**config.mk**
```make
export PLATFORM = sky130hd
export DESIGN_NAME = bk_sd_sequencer
export DESIGN_NICKNAME = d
export VERILOG_FILES = /design/src/rtl/bk_sd_sequencer.sv
export SDC_FILE = /design/constraint.sdc
export NUM_CORES = 1
export LEC_CHECK = 0
export ABC_AREA = 1
export ABC_CLOCK_PERIOD_IN_PS = 1940
export CORE_MARGIN = 3
export CORE_UTILIZATION = 30
export DETAILED_ROUTE_END_ITERATION = 10
export PLACE_DENSITY_LB_ADDON = 0.08
export SYNTH_ARGS = -nofsm -noshare
export SYNTH_HDL_FRONTEND = slang
export SYNTH_SLANG_ARGS = --single-unit
```
**constraint.sdc**
```tcl
create_clock -name clk_sys -period 1.94 [get_ports clk_sys]
set_input_delay 0.291 -clock clk_sys [delete_from_list [all_inputs] [get_ports clk_sys]]
set_output_delay 0.291 -clock clk_sys [all_outputs]
set_load 0.005 [all_outputs]
```
**src/rtl/bk_sd_sequencer.sv**
```systemverilog
// rtl/bk_sd_sequencer.sv - backup-RAM save/load sector sequencer between hps_io and BRAM
module bk_sd_sequencer #(
  parameter int SECTORS = 128,
  parameter int TIMEOUT = 50000000
) (
  input  logic        clk_sys,
  input  logic        reset_n,
  input  logic        bk_ena,
  input  logic        load_req,
  input  logic        save_req,
  input  logic        autosave_en,
  input  logic        osd_open,
  input  logic        bk_change,
  input  logic        dl_done,
  input  logic        img_nonzero,
  input  logic        sd_ack,
  output logic [31:0] sd_lba,
  output logic        sd_rd,
  output logic        sd_wr,
  output logic        bk_loading,
  output logic        busy,
  output logic        sav_pending,
  output logic        error
);

  localparam int LW = $clog2(SECTORS);
  localparam logic [31:0] CNT_LAST = 32'(TIMEOUT - 1);

  typedef enum logic [1:0] {
    ST_IDLE,
    ST_REQ,
    ST_XFER
  } state_t;

  state_t          state_q, state_d;
  logic [LW-1:0]   lba_q, lba_d;
  logic [31:0]     cnt_q, cnt_d;
  logic            rd_q, rd_d;
  logic            wr_q, wr_d;
  logic            loading_q, loading_d;
  logic            busy_q, busy_d;
  logic            pending_q, pending_d;
  logic            error_q, error_d;
  logic            is_load_q, is_load_d;
  logic            load_req_q, save_req_q, ack_q, auto_q;

  logic auto_trig;
  logic load_rise, save_rise, auto_rise, ack_rise, ack_fall;
  logic start_load, start_save, start;

  assign auto_trig = pending_q & osd_open & autosave_en;
  assign load_rise = load_req & ~load_req_q;
  assign save_rise = save_req & ~save_req_q;
  assign auto_rise = auto_trig & ~auto_q;
  assign ack_rise  = sd_ack & ~ack_q;
  assign ack_fall  = ~sd_ack & ack_q;

  // Load has priority; a save trigger that loses the same cycle is simply dropped.
  assign start_load = (state_q == ST_IDLE) & bk_ena & ((dl_done & img_nonzero) | load_rise);
  assign start_save = (state_q == ST_IDLE) & bk_ena & ~start_load & (save_rise | auto_rise);
  assign start      = start_load | start_save;

  always_ff @(posedge clk_sys or negedge reset_n) begin
    if (!reset_n) begin
      state_q    <= ST_IDLE;
      lba_q      <= '0;
      cnt_q      <= '0;
      rd_q       <= 1'b0;
      wr_q       <= 1'b0;
      loading_q  <= 1'b0;
      busy_q     <= 1'b0;
      pending_q  <= 1'b0;
      error_q    <= 1'b0;
      is_load_q  <= 1'b0;
      load_req_q <= 1'b0;
      save_req_q <= 1'b0;
      ack_q      <= 1'b0;
      auto_q     <= 1'b0;
    end else begin
      state_q    <= state_d;
      lba_q      <= lba_d;
      cnt_q      <= cnt_d;
      rd_q       <= rd_d;
      wr_q       <= wr_d;
      loading_q  <= loading_d;
      busy_q     <= busy_d;
      pending_q  <= pending_d;
      error_q    <= error_d;
      is_load_q  <= is_load_d;
      load_req_q <= load_req;
      save_req_q <= save_req;
      ack_q      <= sd_ack;
      auto_q     <= auto_trig;
    end
  end

  always_comb begin
    state_d   = state_q;
    lba_d     = lba_q;
    cnt_d     = cnt_q;
    rd_d      = rd_q;
    wr_d      = wr_q;
    loading_d = loading_q;
    busy_d    = busy_q;
    error_d   = error_q;
    is_load_d = is_load_q;

    // Starting a transfer snapshots BRAM, so it clears pending even if bk_change is seen now.
    if (start) begin
      pending_d = 1'b0;
    end else begin
      pending_d = pending_q | (bk_change & ~osd_open);
    end

    case (state_q)
      ST_IDLE: begin
        if (start) begin
          lba_d     = '0;
          busy_d    = 1'b1;
          loading_d = start_load;
          is_load_d = start_load;
          rd_d      = start_load;
          wr_d      = ~start_load;
          error_d   = 1'b0;
          cnt_d     = '0;
          state_d   = ST_REQ;
        end
      end

      ST_REQ: begin
        if (ack_rise) begin
          rd_d    = 1'b0;
          wr_d    = 1'b0;
          state_d = ST_XFER;
        end else if (cnt_q == CNT_LAST) begin
          rd_d      = 1'b0;
          wr_d      = 1'b0;
          error_d   = 1'b1;
          busy_d    = 1'b0;
          loading_d = 1'b0;
          state_d   = ST_IDLE;
        end else begin
          cnt_d = cnt_q + 32'd1;
        end
      end

      ST_XFER: begin
        if (ack_fall) begin
          if (&lba_q) begin
            busy_d    = 1'b0;
            loading_d = 1'b0;
            state_d   = ST_IDLE;
          end else begin
            lba_d   = lba_q + LW'(1);
            rd_d    = is_load_q;
            wr_d    = ~is_load_q;
            cnt_d   = '0;
            state_d = ST_REQ;
          end
        end
      end

      default: begin
        state_d = ST_IDLE;
      end
    endcase
  end

  assign sd_lba      = {{(32 - LW){1'b0}}, lba_q};
  assign sd_rd       = rd_q;
  assign sd_wr       = wr_q;
  assign bk_loading  = loading_q;
  assign busy        = busy_q;
  assign sav_pending = pending_q;
  assign error       = error_q;

endmodule

```
After elaboration in Yosys (flattened, before gate mapping)
Index checks and enable logic that the tools add are counted.
- register bits: 52
- bits of input ports: 11
- output and inout bits: 38
- word-level logic and storage cells: 101
- $add $sub $neg: 2
- equal/unequal tests: 11
- muxes and demuxes: 37
- bitwise gates (word level): 25
- reductions and logical operators: 12
- operators with widths (cell ; count):
    $mux 32 ; 5
    $pmux 32 s3 ; 1
    $add 32x1->32 const B ; 1
    $eq 32x26->1 const B ; 1
    $mux 7 ; 3
    $mux 1 ; 17
    $ne 2x2->1 const B ; 7
    $pmux 7 s2 ; 1
    $and 1x1->1 ; 13
    $pmux 1 s3 ; 4
    $reduce_and 6->1 ; 2
    $mux 2 ; 4
    $not 1->1 ; 8
    $reduce_and 4->1 ; 2
    $add 7x1->7 const B ; 1
    $reduce_and 7->1 ; 1
    $pmux 2 s3 ; 1
    $reduce_and 5->1 ; 1
    $or 1x1->1 ; 4
    $reduce_bool 2->1 ; 2
    $ne 3x3->1 const B ; 1
    $reduce_and 3->1 ; 1
    $reduce_bool 3->1 ; 1
    $eq 2x1->1 const B ; 1
    4 further kinds ; 4

Logic depth before layout (Yosys ltp)
- word-level depth: 10
- depth in mapped cells: 13
- mapped depth without buffers: 12

Least setup slack after synthesis
OpenSTA, ideal clock, no wires.
- kind: reg-to-reg
- start: register state_q[0]
- end: register cnt_q[18]
- library setup time: 0.117 ns
- arrival: 1.573 ns
- data required time: 1.823 ns
- setup slack: 0.250 ns
- cell stages (with the launch flop): 11
- buffers on the path: 2
- clock period less this slack: 1.690 ns
- path through: dfrtp_1 > inv_1 > ha_1 > buf_2 > o21ai_1 > nand2_1 > nor2_2 > nand3_4 > buf_6 > nand2_1 > nand2_1
- longest elaborated chain between the ends: 9
- elaborated cells on any way between the ends: 17
- those cells by class: eq/ne (7); mux (1); bitwise (6); reduce/logical (3)
- RTL lines (item ; line ; source):
    from (decl) ; 35 ; state_t state_q, state_d;
    from (signal assigned) ; 80 ; state_q <= state_d;
    $logic_not 2->1 ; 59, 60, 115 ;
    $and 1x1->1 ; 59, 60 ;
    $and 1x1->1 ; 59 ; assign start_load = (state_q == ST_IDLE) & bk_ena & ((dl_done & img_nonzero) | load_rise);
    $not 1->1 ; 60 ; assign start_save = (state_q == ST_IDLE) & bk_ena & ~start_load & (save_rise | auto_rise);
    $and 1x1->1 (2 in a row) ; 60 ;
    $or 1x1->1 ; 61 ; assign start = start_load | start_save;
    $ne 2x2->1 (no source line) ; - ;
    $reduce_and 6->1 (no source line) ; - ;
    to (signal assigned) ; 82 ; cnt_q <= cnt_d;
    to (decl) ; 37 ; logic [31:0] cnt_q, cnt_d;
Several ways; a longest one is shown, not always the timed one.
A chain may end at the register's enable or synchronous reset.

Final worst setup path
- start: register state_q[0]
- end: register cnt_q[26]
Same word-level chain as after synthesis.

==> results by group <==
Run status
  • Status: finished, final reports clean

Global routing
  • Remaining Overflow, GRT: 0
  • Vias in the first global route: 3594
  • Largest net degree at the start of global routing: 33
  • Total GRT Usage: 15.5%
  • Initial antenna violation count: 0
  • First-pass GRT wire length: 17.9 mm

Clock tree
  • Max Root-Sink Buffers: 2
  • Post-CTS setup buffer count: 0
  • Sink Count: 52
  • Worst skew pair latency: 0.30 ns
  • Clock Pin Slew Worst Setup and Hold Paths: 0.07 ns
  • CTS tree: built
  • CTS buffer count: 5
  • H-tree Lvls: 2
  • Root Driver: clkbuf_16

STA
  • Setup TNS: 0 ns
  • Min cycle time layout: 1.78 ns
  • Max-slew violation count: 0
  • FMAX: 562 MHz
  • Final critical-path share of the clock period: 91.7%
  • Final Setup Violations: 0
  • Worst Max-Slew Pin Slew: 0.562 ns
  • Rel. slew slack: 62.5%
  • Hold Fails Final Rpt: 0
  • Layout Skew: 0.00451 ns
  • RSZ-0062 raised after global routing: no
  • Hold_ws: 0.451 ns

Placed design
  • DP Cell Count: 826
  • IO Port Bufs: 23
  • DP HPWL: 7.96 mm
  • GPL Wtd Cong: 0.873

Synthesis
  • Synthesized area: 3920 µm²
  • Post-synthesis sequential area ratio: 33.2%
  • Most frequent cell after synthesis: nand2_1
  • Post-synth cell types: 31
  • FF+latch count, synth: 52
  • Area contributors post-synth: dfrtp_1, nand2_1, nor2_1
  • Avg Inst Size Synth: 6.27 µm²
  • Number of warning messages in the yosys log: 0
  • Post-Syn Instances: 624
  • Asr flop ratio synth: 100%
  • Largest area contributor in the netlist: dfrtp_1
  • Top_reg_cell synth: dfrtp_1
  • Post-synth EDFFs: 0
  • Area share of the largest cell type after synthesis: 33.2%
  • Commonest cells in the netlist: nand2_1, nor2_1, inv_1

Pwr
  • Leak: 2.17 nW
  • Peak VDD IR: 0.000697 V
  • Pwr dens: 970 nW/µm²

Job
  • Max Cap Violations: 0

Cells and area
  • Layout Nets: 679
  • Area growth from synthesis to layout: 16.8%
  • Register area: 1300 µm²
  • Share of post-route cells with drive strength above 1: 7.70%
  • # diodes: 0
  • FILL cells: 1379
  • Final cell count without fillers: 834
  • Area occupied by multi-input gates: 2220 µm²
  • Utilization of the core after routing: 36.1%

Setup path
  • Flop-to-flop setup slack: 0.16 ns
  • Worst reg2reg startpoint: state_q[0]
  • WP data required: 2.18 ns
  • CP endpoint kind: register
  • Reg2Reg Capture Point: cnt_q[26]
  • Crit path launch type: register
  • Critical-path maximum fanout: 32
  • WS Path Type: register to register
  • R2r worst-path depth: 11
  • Crit path DAT: 2.02 ns

Drt
  • Routed Antenna Nets: 0
  • TritonRoute pass-1 iters: 4
  • DR vias: 3707
  • Iter 0 DRT Violations: 155
  • Via density: 4.44
  • WL final: 10.5 mm
  • DR WL/cell: 12.6 µm
  • Residual DRC count: 0

Worst hold path
  • Hold Crit Endpoint: load_req_q
  • WHS Path Cells: 1
  • HP Class: primary input to register
  • Hold path startpoint: load_req

Floorplan
  • Die area: 14500 µm²
  • I/O pin count: 49
  • Die Width: 120 µm
  • Rows: 41
  • Die height: 120 µm
  • CORE AREA: 12700 µm²
  • Initial core utilization: 30.9%
[routing by layer]
metal | track usage (%) | wire length [µm] | up-vias
li1 | - | - | 1962
met5 | 0 | 0 | -
met3 | 3.27 | 416 | 11
met4 | 4.75 | 216 | 0
met1 | 19.9 | 4960 | 1666
met2 | 26.0 | 4870 | 68
[final cells by class]
class | instances | share of cell area, %
clock buffers | 5 | 2.74
clock inverters | 2 | 1.31
inverters | 61 | 5.01
multi-input cells | 498 | 48.5
flip-flops and latches | 52 | 28.5
well taps | 172 | 4.71
repair buffers | 44 | 9.25
[cell families (layout without fill, tap and decap cells)]
| logic type | after synthesis | after routing | synth area share [%] |
|---|---|---|---|
| adder cells (fa/ha/maj) | 6 | 6 | 1.92 |
| other | 1 | 25 | 0.0958 |
| flip-flops | 52 | 52 | 33.2 |
| AND/OR/NAND/NOR | 435 | 435 | 46.9 |
| buffers and inverters | 98 | 112 | 12.8 |
| AO/OA/AOI/OAI | 24 | 24 | 3.23 |
| XOR/XNOR | 8 | 8 | 1.79 |
[cells in the final DEF (no fill, tap or decap), types with 2 or more instances in the layout]
master	synthesis	routed
nand2_1	247	246
nor2_1	104	103
inv_1	58	58
dfrtp_1	52	52
nand3_1	35	34
conb_1	1	25
clkdlybuf4s50_1	0	22
nand4_1	21	21
buf_4	26	17
o21ai_0	13	13
a21oi_1	8	8
nor2_2	6	7
nor3_1	6	6
ha_1	6	6
clkbuf_16	0	5
nor2_4	4	4
xnor2_1	4	4
xor2_1	4	4
or2_2	4	4
nand3_2	2	3
buf_12	0	3
clkinv_1	2	2
nand3b_1	2	2
bufinv_16	0	2
[flip-flops by register name, indices dropped and copies added (netlist names)]
signal and count:
sd_wr 1, cnt_q 32, error 1, state_q 2
ack_q 1, bk_loading 1, is_load_q 1, auto_q 1
save_req_q 1, sav_pending 1, load_req_q 1, lba_q 7
sd_rd 1, busy 1
[critical path, cell delays in order (launching register included)]
cell and delay [ns]:
dfrtp_1 0.39, inv_1 0.08, ha_1 0.23, buf_4 0.16, nor3_1 0.18, clkinv_1 0.10
nand2_1 0.08, nor2_2 0.06, nand3_4 0.09, buf_12 0.19, nand2_1 0.08, nand2_1 0.07
[metrics by stage]
| stage | power [mW] | area, µm² | setup slack [ns] |
|---|---|---|---|
| finish | 4.44 | 4570 | 0.162 |
| global route | 4.80 | 4570 | 0.00258 |
| CTS | 4.52 | 4560 | 0.0612 |
| detailed placement | 3.33 | 4360 | -0.0605 |
| global placement | 3.31 | 4360 | -0.00200 |
| floorplan | 2.63 | 4010 | 0.250 |
[where the power goes]
| group | internal, mW | switching [mW] |
|---|---|---|
| registers | 1.20 | 0.0874 |
| clock network | 0.733 | 0.428 |
| logic | 0.724 | 1.27 |
[repair_timing]
item                       in CTS  in global routing
setup endpoints to repair       0                 23
gates resized for setup         0                  4
hold buffers                    1                  0
hold endpoints to repair       21                  0
[worst max-delay path by stage]
stage,from,to,slack [ns]
detailed placement,save_req,lba_q[3],-0.06
floorplan,state_q[0],cnt_q[18],0.25
finish,state_q[0],cnt_q[26],0.16
global placement,save_req,lba_q[5],-0.002
CTS,state_q[0],lba_q[6],0.06
global route,state_q[0],cnt_q[20],0.003
Note: power is estimated with default switching activity, not from simulation.
